===== src/rtl/controlador_cafe.sv =====
`default_nettype none
// ============================================================================
// Module      : controlador_cafe
// Description : Sequencing controller for the coffee machine. It covers
//               heater warm-up, access-code checking with lockout, drink
//               selection latching, timed pump dispensing and reservoir
//               accounting/refill.
// Ports       : CLK          - system clock, rising edge
//               reset_n      - asynchronous active-low reset
//               power        - power switch (level)
//               codigo[6:0]  - access code, evaluated on confirma
//               confirma     - one-cycle strobe that evaluates codigo
//               selecao[1:0] - 01 short, 10 long, 00/11 ignored
//               start        - dispense request, acts on its rising edge
//               refill       - reservoir refilled (level)
//               termobloca   - heater enable
//               bomba        - pump enable
//               reservatorio - water level 0..RES_MAX
//               estado[3:0]  - current state code
// Revision    : 1.0 - initial release
// ============================================================================
module controlador_cafe #(
  parameter int         WARM_CYCLES = 5,
  parameter logic [6:0] CODIGO_OK   = 7'b0010001,
  parameter int         MAX_TENT    = 3,
  parameter int         LOCK_CYCLES = 4,
  parameter int         CUP_CURTO   = 2,
  parameter int         CUP_LONGO   = 4,
  parameter int         RES_MAX     = 15
) (
  input  logic       CLK,
  input  logic       reset_n,
  input  logic       power,
  input  logic [6:0] codigo,
  input  logic       confirma,
  input  logic [1:0] selecao,
  input  logic       start,
  input  logic       refill,
  output logic       termobloca,
  output logic       bomba,
  output logic [3:0] reservatorio,
  output logic [3:0] estado
);

  localparam logic [3:0] S_OFF            = 4'd0;
  localparam logic [3:0] S_AQUECER        = 4'd1;
  localparam logic [3:0] S_ESPERA_CODIGO  = 4'd2;
  localparam logic [3:0] S_BLOQUEADO      = 4'd3;
  localparam logic [3:0] S_ESPERA_SELECAO = 4'd4;
  localparam logic [3:0] S_PRONTO         = 4'd5;
  localparam logic [3:0] S_SERVIR         = 4'd6;
  localparam logic [3:0] S_SEM_AGUA       = 4'd7;

  // Timers count the cycles already spent in the state; the exit happens on
  // the edge where the count reaches duration-1.
  localparam logic [7:0] c_warm_last  = 8'(WARM_CYCLES - 1);
  localparam logic [7:0] c_lock_last  = 8'(LOCK_CYCLES - 1);
  localparam logic [7:0] c_curto_last = 8'(CUP_CURTO - 1);
  localparam logic [7:0] c_longo_last = 8'(CUP_LONGO - 1);
  localparam logic [3:0] c_tent_last  = 4'(MAX_TENT - 1);
  localparam logic [3:0] c_res_max    = 4'(RES_MAX);

  logic [7:0] r_timer;
  logic [3:0] r_att;
  logic [1:0] r_sel;
  logic       r_start_q;

  logic [3:0] w_nxt_state;
  logic [7:0] w_nxt_timer;
  logic [3:0] w_nxt_att;
  logic [1:0] w_nxt_sel;
  logic [3:0] w_nxt_res;
  logic       w_nxt_bomba;
  logic       w_start_edge;
  logic       w_sel_valid;
  logic [3:0] w_cons;
  logic [7:0] w_cup_last;

  assign w_start_edge = start & ~r_start_q;
  assign w_sel_valid  = (selecao == 2'b01) || (selecao == 2'b10);
  assign w_cons       = (r_sel == 2'b10) ? 4'd2 : ((r_sel == 2'b01) ? 4'd1 : 4'd0);
  assign w_cup_last   = (r_sel == 2'b10) ? c_longo_last : c_curto_last;

  always_comb begin
    w_nxt_state = estado;
    w_nxt_timer = r_timer;
    w_nxt_att   = r_att;
    w_nxt_sel   = r_sel;
    w_nxt_res   = reservatorio;
    w_nxt_bomba = 1'b0;
    if (!power) begin
      // Power loss wins over everything; water already deducted stays deducted.
      w_nxt_state = S_OFF;
      w_nxt_timer = 8'd0;
      w_nxt_att   = 4'd0;
      w_nxt_sel   = 2'b00;
    end else begin
      case (estado)
        S_OFF: begin
          w_nxt_state = S_AQUECER;
          w_nxt_timer = 8'd0;
        end
        S_AQUECER: begin
          if (refill) w_nxt_res = c_res_max;
          if (r_timer == c_warm_last) begin
            w_nxt_state = S_ESPERA_CODIGO;
            w_nxt_timer = 8'd0;
          end else begin
            w_nxt_timer = r_timer + 8'd1;
          end
        end
        S_ESPERA_CODIGO: begin
          if (refill) w_nxt_res = c_res_max;
          if (confirma) begin
            if (codigo == CODIGO_OK) begin
              w_nxt_state = S_ESPERA_SELECAO;
              w_nxt_att   = 4'd0;
            end else begin
              w_nxt_att = r_att + 4'd1;
              if (r_att == c_tent_last) begin
                w_nxt_state = S_BLOQUEADO;
                w_nxt_timer = 8'd0;
              end
            end
          end
        end
        S_BLOQUEADO: begin
          if (refill) w_nxt_res = c_res_max;
          if (r_timer == c_lock_last) begin
            w_nxt_state = S_ESPERA_CODIGO;
            w_nxt_timer = 8'd0;
            w_nxt_att   = 4'd0;
          end else begin
            w_nxt_timer = r_timer + 8'd1;
          end
        end
        S_ESPERA_SELECAO: begin
          if (refill) w_nxt_res = c_res_max;
          if (w_sel_valid) begin
            w_nxt_sel   = selecao;
            w_nxt_state = S_PRONTO;
          end
        end
        S_PRONTO: begin
          // A start edge is judged against the selection already latched,
          // so a simultaneous new selection does not re-latch.
          if (w_start_edge) begin
            if (reservatorio >= w_cons) begin
              w_nxt_state = S_SERVIR;
              w_nxt_res   = reservatorio - w_cons;
              w_nxt_bomba = 1'b1;
              w_nxt_timer = 8'd0;
            end else begin
              w_nxt_state = S_SEM_AGUA;
            end
          end else begin
            if (w_sel_valid) w_nxt_sel = selecao;
            if (refill) w_nxt_res = c_res_max;
          end
        end
        S_SERVIR: begin
          if (r_timer == w_cup_last) begin
            w_nxt_state = S_ESPERA_SELECAO;
            w_nxt_sel   = 2'b00;
            w_nxt_timer = 8'd0;
          end else begin
            w_nxt_timer = r_timer + 8'd1;
            w_nxt_bomba = 1'b1;
          end
        end
        S_SEM_AGUA: begin
          if (refill) begin
            w_nxt_res   = c_res_max;
            w_nxt_state = S_PRONTO;
          end
        end
        default: begin
          w_nxt_state = S_OFF;
          w_nxt_timer = 8'd0;
          w_nxt_att   = 4'd0;
          w_nxt_sel   = 2'b00;
        end
      endcase
    end
  end

  always_ff @(posedge CLK or negedge reset_n) begin
    if (!reset_n) begin
      estado       <= S_OFF;
      termobloca   <= 1'b0;
      bomba        <= 1'b0;
      reservatorio <= c_res_max;
      r_timer      <= 8'd0;
      r_att        <= 4'd0;
      r_sel        <= 2'b00;
      r_start_q    <= 1'b0;
    end else begin
      estado       <= w_nxt_state;
      termobloca   <= (w_nxt_state != S_OFF);
      bomba        <= w_nxt_bomba;
      reservatorio <= w_nxt_res;
      r_timer      <= w_nxt_timer;
      r_att        <= w_nxt_att;
      r_sel        <= w_nxt_sel;
      r_start_q    <= start;
    end
  end

endmodule
`default_nettype wire


===== config.mk =====
export PLATFORM = sky130hd
export DESIGN_NAME = controlador_cafe
export DESIGN_NICKNAME = d
export VERILOG_FILES = /design/src/rtl/controlador_cafe.sv
export SDC_FILE = /design/constraint.sdc
export NUM_CORES = 1
export LEC_CHECK = 0
export BUFFER_PORTS_ARGS = -buffer_cell sky130_fd_sc_hd__buf_2
export CAP_MARGIN = 5
export CORE_UTILIZATION = 45
export CTS_CLUSTER_DIAMETER = 30
export DETAILED_ROUTE_END_ITERATION = 6
export GPL_TIMING_DRIVEN = 0
export PLACE_DENSITY = 0.68
export SETUP_SLACK_MARGIN = 0.5
export SLEW_MARGIN = 20
export SYNTH_ARGS = -nofsm -noshare
export SYNTH_HDL_FRONTEND = slang
export SYNTH_SLANG_ARGS = --single-unit

===== constraint.sdc =====
create_clock -name CLK -period 4.75 [get_ports CLK]
set_input_delay 0.7125 -clock CLK [delete_from_list [all_inputs] [get_ports CLK]]
set_output_delay 0.7125 -clock CLK [all_outputs]
set_load 0.05 [all_outputs]

==> metrics.txt, run 1 <==
Gate Count Post-Synth=183; Core Box Area=3440 um^2; RSZ-0062 raised after global routing=no; PostCTS Resize Cnt=0; Crit Path Category=flip-flop to flip-flop; initial antenna violation count=0; FF+latch count, synth=25; f_max=0.357 GHz; CP required=4.96 ns; Avg Vias per Cell=5.74; Post-synth EDFFs=0; top post-synthesis cells by area=dfrtp_1 (32%), dfstp_2 (6.3%), ha_1 (4.5%), nand2_1 (3.8%), nand3_1 (3.3%); skew final=0.0121 ns; WL/cell=15.1 um; Pre-Repair DR Iteration Count=4; layout cell share with drive strength beyond 1=19.4%; Slew @ Worst Pin=0.937 ns; CTS tree=built; CTS buffer count=3; clk_lat worst skew=0.28 ns; commonest cells in the synthesized netlist=dfrtp_1 (21), nand2_1 (17), inv_1 (14); # rows=21; DRC=0; fraction of the cycle the final worst path needs=59.0%; Pleak=0.820 nW; Worst-path clk slew=0.09 ns; H-tree Lvls=1; slack of the critical path=1.95 ns; synthesized area=1660 um^2; I/O pin count=25; deepest clock path buffer count=2; Initial Utilization=48.2%; routability cong.=0.859; Hold Crit Class=primary input to asynchronous set/reset pin; Seq/Total Area, Yosys=38.0%; Starting DRT DRC Count=86; Setup crit start kind=flip-flop; vias in the first global route=1372; synthesized area per cell=9.07 um^2; Layout area overhead=13.4%; Final ANT Viol Nets=0; Antenna Cells=0; crit path from=r_sel[0]$_DFFE_PN0P_; first-pass GRT wire length=6.50 mm; crit-path max cell delay=0.65 ns; CP max stage cell=a2111oi_1; HPWL after DPL=2.91 mm; area share of the largest cell type after synthesis=31.7%; Die H=62.7 um; Slew Viols, Final=0; # port buffers=24; fillers=312; Crit. End Element=flip-flop; Async SR Flop Fraction=100%; worst path arrival time=3.01 ns; critical path cell sequence=nor2b_1 > ha_1 > inv_1 > fa_1 > a2111oi_1 > o211ai_1 > o21ai_1 > nand2_1 > o21ai_0; Die ar.=3930 um^2; critical-path maximum fanout=6; RR Endpoint=r_timer[2]$_DFFE_PN0P_; Final Cell Area=1880 um^2; clk sink count=25; Post-Route WL=3.88 mm; worst setup slack after placement=2.03 ns; Synth cell types=51; Max-Cap Viols=0; Power Density=246 nW/um^2; most frequent cell after synthesis=dfrtp_1; pin count of the biggest net entering global routing=26; CP Buf/Inv Count=1; # nets final=234; TNS Setup=0 ns; cells on worst reg2reg path=9; footprint of the multi-input gates=960 um^2; Post-CTS Hold Fix Bufs=0; reg2reg start=r_sel[0]$_DFFE_PN0P_; register area=631 um^2; Tot GR Track Use=21.1%; setup violators final=0; Final Non-Filler Cells=257; routed via count=1475; Tmin final=2.80 ns; Synth Warn #=0; Synth area leader=dfrtp_1; syn_nets=205; GR Overflow Total=0; status=complete, no violations; Most used DFF post-synth=dfrtp_1; hold_ws=0.411 ns; Placed Instance Area=1840 um^2; postcts setup bufs=0; Worst R2R Setup Slack=1.95 ns; max_slew headroom=37.4%; Hold Violations, Final=0; largest delay contributor family on the critical path=compound AO/OA/AOI/OAI gates; Peak VDD IR=0.000181 V; Die X=62.7 um; Placed Cells incl. Taps=253; clock root cell=clkbuf_8
==> cell type report <==
class                           count  share of cell area [%]
Buffer                              4                   0.864
Clock buffer                        4                    2.39
Inverter                           14                    2.79
Multi-Input combinational cell    140                    51.0
Sequential cell                    25                    33.5
Tap cell                           46                    3.06
Timing Repair Buffer               24                    6.38
==> worst max-delay path by stage <==
stage                             endpoint  slack [ns]  depth (start not counted)
floorplan           r_timer[2]$_DFFE_PN0P_        2.46                          7
global placement    r_timer[2]$_DFFE_PN0P_        2.03                          9
detailed placement  r_timer[2]$_DFFE_PN0P_        2.03                          9
CTS                 r_timer[2]$_DFFE_PN0P_        2.00                          9
global route        r_timer[2]$_DFFE_PN0P_        1.63                          9
finish              r_timer[2]$_DFFE_PN0P_        1.95                          9
==> cell families (layout without fill, tap and decap cells) <==
| family | count (synthesis) | count (layout) | share of synthesized area [%] |
|---|---|---|---|
| flops | 25 | 25 | 38.0 |
| other cells | 1 | 1 | 0.226 |
| compound gates | 50 | 50 | 22.9 |
| buf+inv | 18 | 46 | 4.15 |
| simple gates | 74 | 74 | 24.6 |
| mux | 3 | 3 | 1.81 |
| xor+xnor | 5 | 5 | 2.64 |
| fa+ha+maj | 7 | 7 | 5.73 |
==> metal layers <==
metal	global-route usage, %	share of wire [%]
met5	0	0
met4	8.72	1.5
met3	3.28	6.0
met2	34.0	46
met1	28.2	46
==> state kept, by name, summed over array words and instances, names as in the netlist <==
signal        count
r_timer           8
estado            4
r_att             4
reservatorio      4
r_sel             2
bomba             1
r_start_q         1
termobloca        1
==> per-stage QoR <==
step | total power [mW] | util (%)
after floorplan | 0.308 | -
after global placement | 0.334 | 53.4
after detailed placement | 0.337 | 53.4
after CTS | 0.465 | 54.7
after global routing | 0.485 | 54.7
final | 0.464 | 54.7
==> cells in the final DEF (no fill, tap or decap), types with 4 or more instances in the layout <==
cell      instances
xnor2_1           4
nor2_1           13
nor2b_1           6
a21oi_1           5
o221ai_1          5
dfrtp_1          21
o21a_1            4
o21ai_1           6
o21ai_0           8
dfstp_2           4
nand3_1          11
buf_2            25
inv_1            14
nand2_1          17
nand2b_1          8
ha_1              6
a31oi_1           5
==> power by group <==
group | internal (mW) | total (mW) | switching, mW
clock network | 0.0603 | 0.130 | 0.0701
registers | 0.228 | 0.239 | 0.0110
logic | 0.0306 | 0.0945 | 0.0639
==> worst reg2reg max path, stage by stage (launching register included) <==
cell and delay (ns):
dfrtp_1 0.37, nor2b_1 0.14, ha_1 0.15, inv_1 0.06
fa_1 0.40, a2111oi_1 0.65, o211ai_1 0.21, o21ai_1 0.35
nand2_1 0.20, o21ai_0 0.19
No activity file was read; power rests on OpenSTA's default activity.
==> run 2: changes to the inputs <==
PLACE_DENSITY = 0.71   (was 0.68)
clock period = 2.3 ns   (was 4.75 ns; I/O delays follow)
==> run 2 against run 1 <==
  * Critical path depth unchanged
  * Maximum frequency up 36%
  * Global-route usage up 4.4 points
  * Setup slack worse by 1.7 ns
==> metrics.txt, run 2 (synthesis gave the netlist of run 1 again) <==
clock root cell=clkbuf_8; Die H=62.7 um; routability cong.=0.798; CTS tree=built; deepest clock path buffer count=2; Worst R2R Setup Slack=0.24 ns; GR Overflow Total=0; Initial Utilization=48.2%; pin count of the biggest net entering global routing=26; Max-Cap Viols=0; status=complete, no violations; I/O pin count=25; Top reg by flops=r_timer; Post-CTS Hold Fix Bufs=0; Hold Crit Class=primary input to asynchronous set/reset pin; Final Util=65.0%; Avg Vias per Cell=5.87; Crit. End Element=flip-flop; # port buffers=24; max FFs per register=8; DRC=0; Tmin final=2.06 ns; max_slew headroom=61.0%; Die X=62.7 um; Final Cell Area=2240 um^2; worst path arrival time=2.27 ns; f_max=0.484 GHz; # rows=21; Hold Violations, Final=0; Antenna Cells=0; Pleak=0.983 nW; fraction of the cycle the final worst path needs=89.8%; Placed Instance Area=1930 um^2; H-tree Lvls=1; HPWL after DPL=3.08 mm; hold_ws=0.0582 ns; Peak VDD IR=0.000260 V; WL/cell=16.5 um; Final ANT Viol Nets=0; Core Box Area=3440 um^2; TNS Setup=0 ns; first-pass GRT wire length=7.83 mm; Worst-path clk slew=0.09 ns; Crit Path Category=flip-flop to flip-flop; setup violators final=0; CTS buffer count=3; initial antenna violation count=0; skew final=0.00231 ns; most common cell after layout, fill and taps aside=buf_2; clk_lat worst skew=0.27 ns; Slew @ Worst Pin=0.586 ns; CP required=2.50 ns; Slew Viols, Final=0; Power Density=447 nW/um^2; # nets final=258; Pre-Repair DR Iteration Count=4; Tot GR Track Use=25.5%; clk sink count=25; layout cell share with drive strength beyond 1=38.7%; Die ar.=3930 um^2; Setup crit start kind=flip-flop; Layout area overhead=34.8%; critical-path maximum fanout=6; routed via count=1650; RSZ-0062 raised after global routing=yes; most frequent cells in the layout=buf_2 (25), buf_4 (20), dfrtp_1 (17); vias in the first global route=1679; Post-Route WL=4.63 mm; Starting DRT DRC Count=90
[run 2: final cells by class]
type | count | area (um^2)
fillers | 278 | 1200
well taps | 46 | 57.6
clock buffers | 4 | 45.0
inverters | 14 | 52.6
flip-flops and latches | 25 | 639
multi-input cells | 140 | 1110
plain buffers | 4 | 18.8
repair buffers | 48 | 315
[run 2: final timing paths]
| check | startpoint | depth (start not counted) | end |
|---|---|---|---|
| worst min register to register | r_att[3]$_DFFE_PN0P_ | 1 | r_att[3]$_DFFE_PN0P_ |
| worst max register to register | r_sel[1]$_DFFE_PN0P_ | 9 | r_timer[2]$_DFFE_PN0P_ |
| min in group CLK | start | 1 | r_start_q$_DFF_PN0_ |
| worst max-delay path | r_sel[1]$_DFFE_PN0P_ | 9 | r_timer[2]$_DFFE_PN0P_ |
| max in group asynchronous | reset_n | 1 | estado[3]$_DFF_PN0_ |
| worst min-delay path | reset_n | 1 | r_timer[6]$_DFFE_PN0P_ |
[run 2: routing by layer]
metal	GRT usage, %	up-vias	routed length (um)
met4	11.9	0	82
met3	3.83	10	283
met2	44.0	84	2280
met1	31.1	789	1980
met5	0	-	0
li1	-	767	-
[run 2: report_power, final]
part           total, mW  switching [mW]  internal [mW]
logic              0.231           0.150         0.0812
registers          0.500          0.0263          0.474
clock network      0.268           0.144          0.124
[run 2: what timing repair did]
item	CTS	global route
buffers inserted	21	3
gates resized for setup	14	8
pin swaps	14	11
setup endpoints to repair	21	21
cloned	0	0
[run 2: per-stage QoR]
| stage | instances | power, mW | setup WS (ns) |
|---|---|---|---|
| CTS | 278 | 1.00 | 0.179 |
| finish | 281 | 0.999 | 0.236 |
| global route | 281 | 1.05 | 0.114 |
| floorplan | 183 | 0.664 | 0.343 |
| global placement | 253 | 0.718 | 0.153 |
| detailed placement | 253 | 0.727 | 0.0961 |
[run 2: critical path, cell delays in order, from the launching register on]
cell	delay, ns
dfrtp_1	0.42
nor2b_4	0.13
ha_4	0.13
inv_2	0.04
fa_2	0.39
a2111oi_4	0.28
o211ai_1	0.14
o21ai_2	0.17
nand2_2	0.14
o21ai_1	0.15
==> run 3: changes to the inputs <==
REMOVE_ABC_BUFFERS = 1   (was unset)
==> run 3 against run 2 <==
  * Clock power about the same
  * Critical endpoint is now estado[0]$_DFF_PN0_
  * Sequential share of layout area shrank 0.64 points
  * Clock skew grew 0.0047 ns
==> metrics.txt, run 3 (synthesis gave the netlist of run 1 again) <==
Final Cell Area=2270 um^2; GR Overflow Total=0; Crit. End Element=flip-flop; f_max=0.447 GHz; hold_ws=0.0661 ns; Peak VDD IR=0.000315 V; fillers=261; Pleak=0.978 nW; initial antenna violation count=0; clk sink count=25; first-pass GRT wire length=6.98 mm; clk_lat worst skew=0.27 ns; Avg Vias per Cell=5.70; Die H=62.7 um; fraction of the cycle the final worst path needs=97.2%; pin count of the biggest net entering global routing=26; worst path arrival time=2.42 ns; P_int=0.691 mW; CTS buffer count=3; routed via count=1601; clock root cell=clkbuf_8; Pre-Repair DR Iteration Count=5; Worst-path clk slew=0.09 ns; I/O pin count=25; WL/cell=16.3 um; Placed Instance Area=1820 um^2; routability cong.=0.811; Starting DRT DRC Count=78; Die X=62.7 um; CP required=2.48 ns; # nets final=258; Final Non-Filler Cells=281; RSZ-0062 raised after global routing=yes; Antenna Cells=0; Hold Crit Class=primary input to asynchronous set/reset pin; Post-Route WL=4.59 mm; Core Box Area=3440 um^2; Sw Share=32.3%; skew final=0.00701 ns; Layout area overhead=37.1%; clock share of power=26.4%; highest routed layer=met4; setup violators final=0; status=complete, no violations; Hold Violations, Final=0; Seq pwr share=48.8%; Placed Cells incl. Taps=249; Comb power frac=24.8%; Final ANT Viol Nets=0; # port buffers=24; Slew @ Worst Pin=0.684 ns; routed wl met3=208 um; max FFs per register=8; sw power=0.330 mW; HPWL after DPL=2.71 mm; Top reg by flops=r_timer; Tmin final=2.24 ns; H-tree Lvls=1; CTS tree=built; Post-CTS Hold Fix Bufs=0; # rows=21; WL met2=2.22 mm; vias in the first global route=1527; Initial Utilization=48.2%; M1 wire length=2.09 mm; max_slew headroom=54.3%; DRC=0; most frequent cells in the layout=buf_2 (24), buf_4 (24), nand2_1 (17), dfrtp_1 (17); Power Density=449 nW/um^2; Tot GR Track Use=22.4%; Die ar.=3930 um^2; Crit Path Category=flip-flop to flip-flop; critical-path maximum fanout=3; layout cell share with drive strength beyond 1=37.4%; Max-Cap Viols=0; deepest clock path buffer count=2; Slew Viols, Final=0; Setup crit start kind=flip-flop
[run 3: changes by cell type in the layout (fill, tap and decap cells not counted), sizes merged]
cell	delta
clkbuf	-3
buf	+3
[run 3: final timing paths]
path / startpoint / end / slack (ns) / cells past startpoint
max in group asynchronous: reset_n / estado[3]$_DFF_PN0_ / 1.80 / 1
min in group CLK: start / r_start_q$_DFF_PN0_ / 0.23 / 1
max: r_sel[1]$_DFFE_PN0P_ / estado[0]$_DFF_PN0_ / 0.06 / 10
max reg2reg: r_sel[1]$_DFFE_PN0P_ / estado[0]$_DFF_PN0_ / 0.06 / 10
min reg2reg: r_att[3]$_DFFE_PN0P_ / r_att[3]$_DFFE_PN0P_ / 0.51 / 1
min: reset_n / r_timer[1]$_DFFE_PN0P_ / 0.07 / 1
[run 3: layout make-up]
class | count | area, um^2 | share of cell area, %
Inverter | 14 | 55.1 | 2.42
Clock buffer | 4 | 45.0 | 1.98
Multi-Input combinational cell | 140 | 1130 | 49.6
Sequential cell | 25 | 636 | 27.9
Timing Repair Buffer | 52 | 354 | 15.6
Tap cell | 46 | 57.6 | 2.53
[run 3: metal layers]
| metal | vias to the layer above | global-route usage (%) |
|---|---|---|
| li1 | 773 | - |
| met1 | 774 | 31.4 |
| met2 | 46 | 36.1 |
| met3 | 8 | 2.55 |
| met4 | 0 | 6.40 |
| met5 | - | 0 |
[run 3: worst max-delay path, stage by stage (launching register included)]
cell and delay (ns):
dfrtp_1 0.42, nor2b_4 0.14, ha_4 0.14, inv_4 0.04, fa_2 0.42, a2111oi_4 0.29
buf_4 0.18, buf_6 0.09, or3b_4 0.13, a31oi_4 0.08, a31oi_1 0.21
[run 3: per-stage QoR]
step / TNS [ns] / power, mW / utilization, % / setup WS, ns
floorplan: 0 / 0.633 / - / 0.0159
global placement: -3.23 / 0.692 / 52.9 / -0.419
detailed placement: -3.79 / 0.696 / 52.9 / -0.453
CTS: 0 / 0.987 / 61.5 / 0.137
global route: -0.0210 / 1.06 / 66.1 / -0.0139
finish: 0 / 1.02 / 66.1 / 0.0642
[run 3: repair_timing]
item,CTS,global route
buffers inserted,21,7
resized for setup,17,19
setup endpoints to repair,21,21
pin swaps,16,13
[run 3: power by group through the flow]
stage	Clock (mW)	Combinational (mW)	Sequential (mW)
2_1_floorplan	0	0.0677	0.565
3_3_place_gp	0	0.189	0.503
3_5_place_dp	0	0.192	0.504
4_1_cts	0.270	0.223	0.494
5_1_grt	0.288	0.272	0.501
6_report	0.270	0.253	0.498
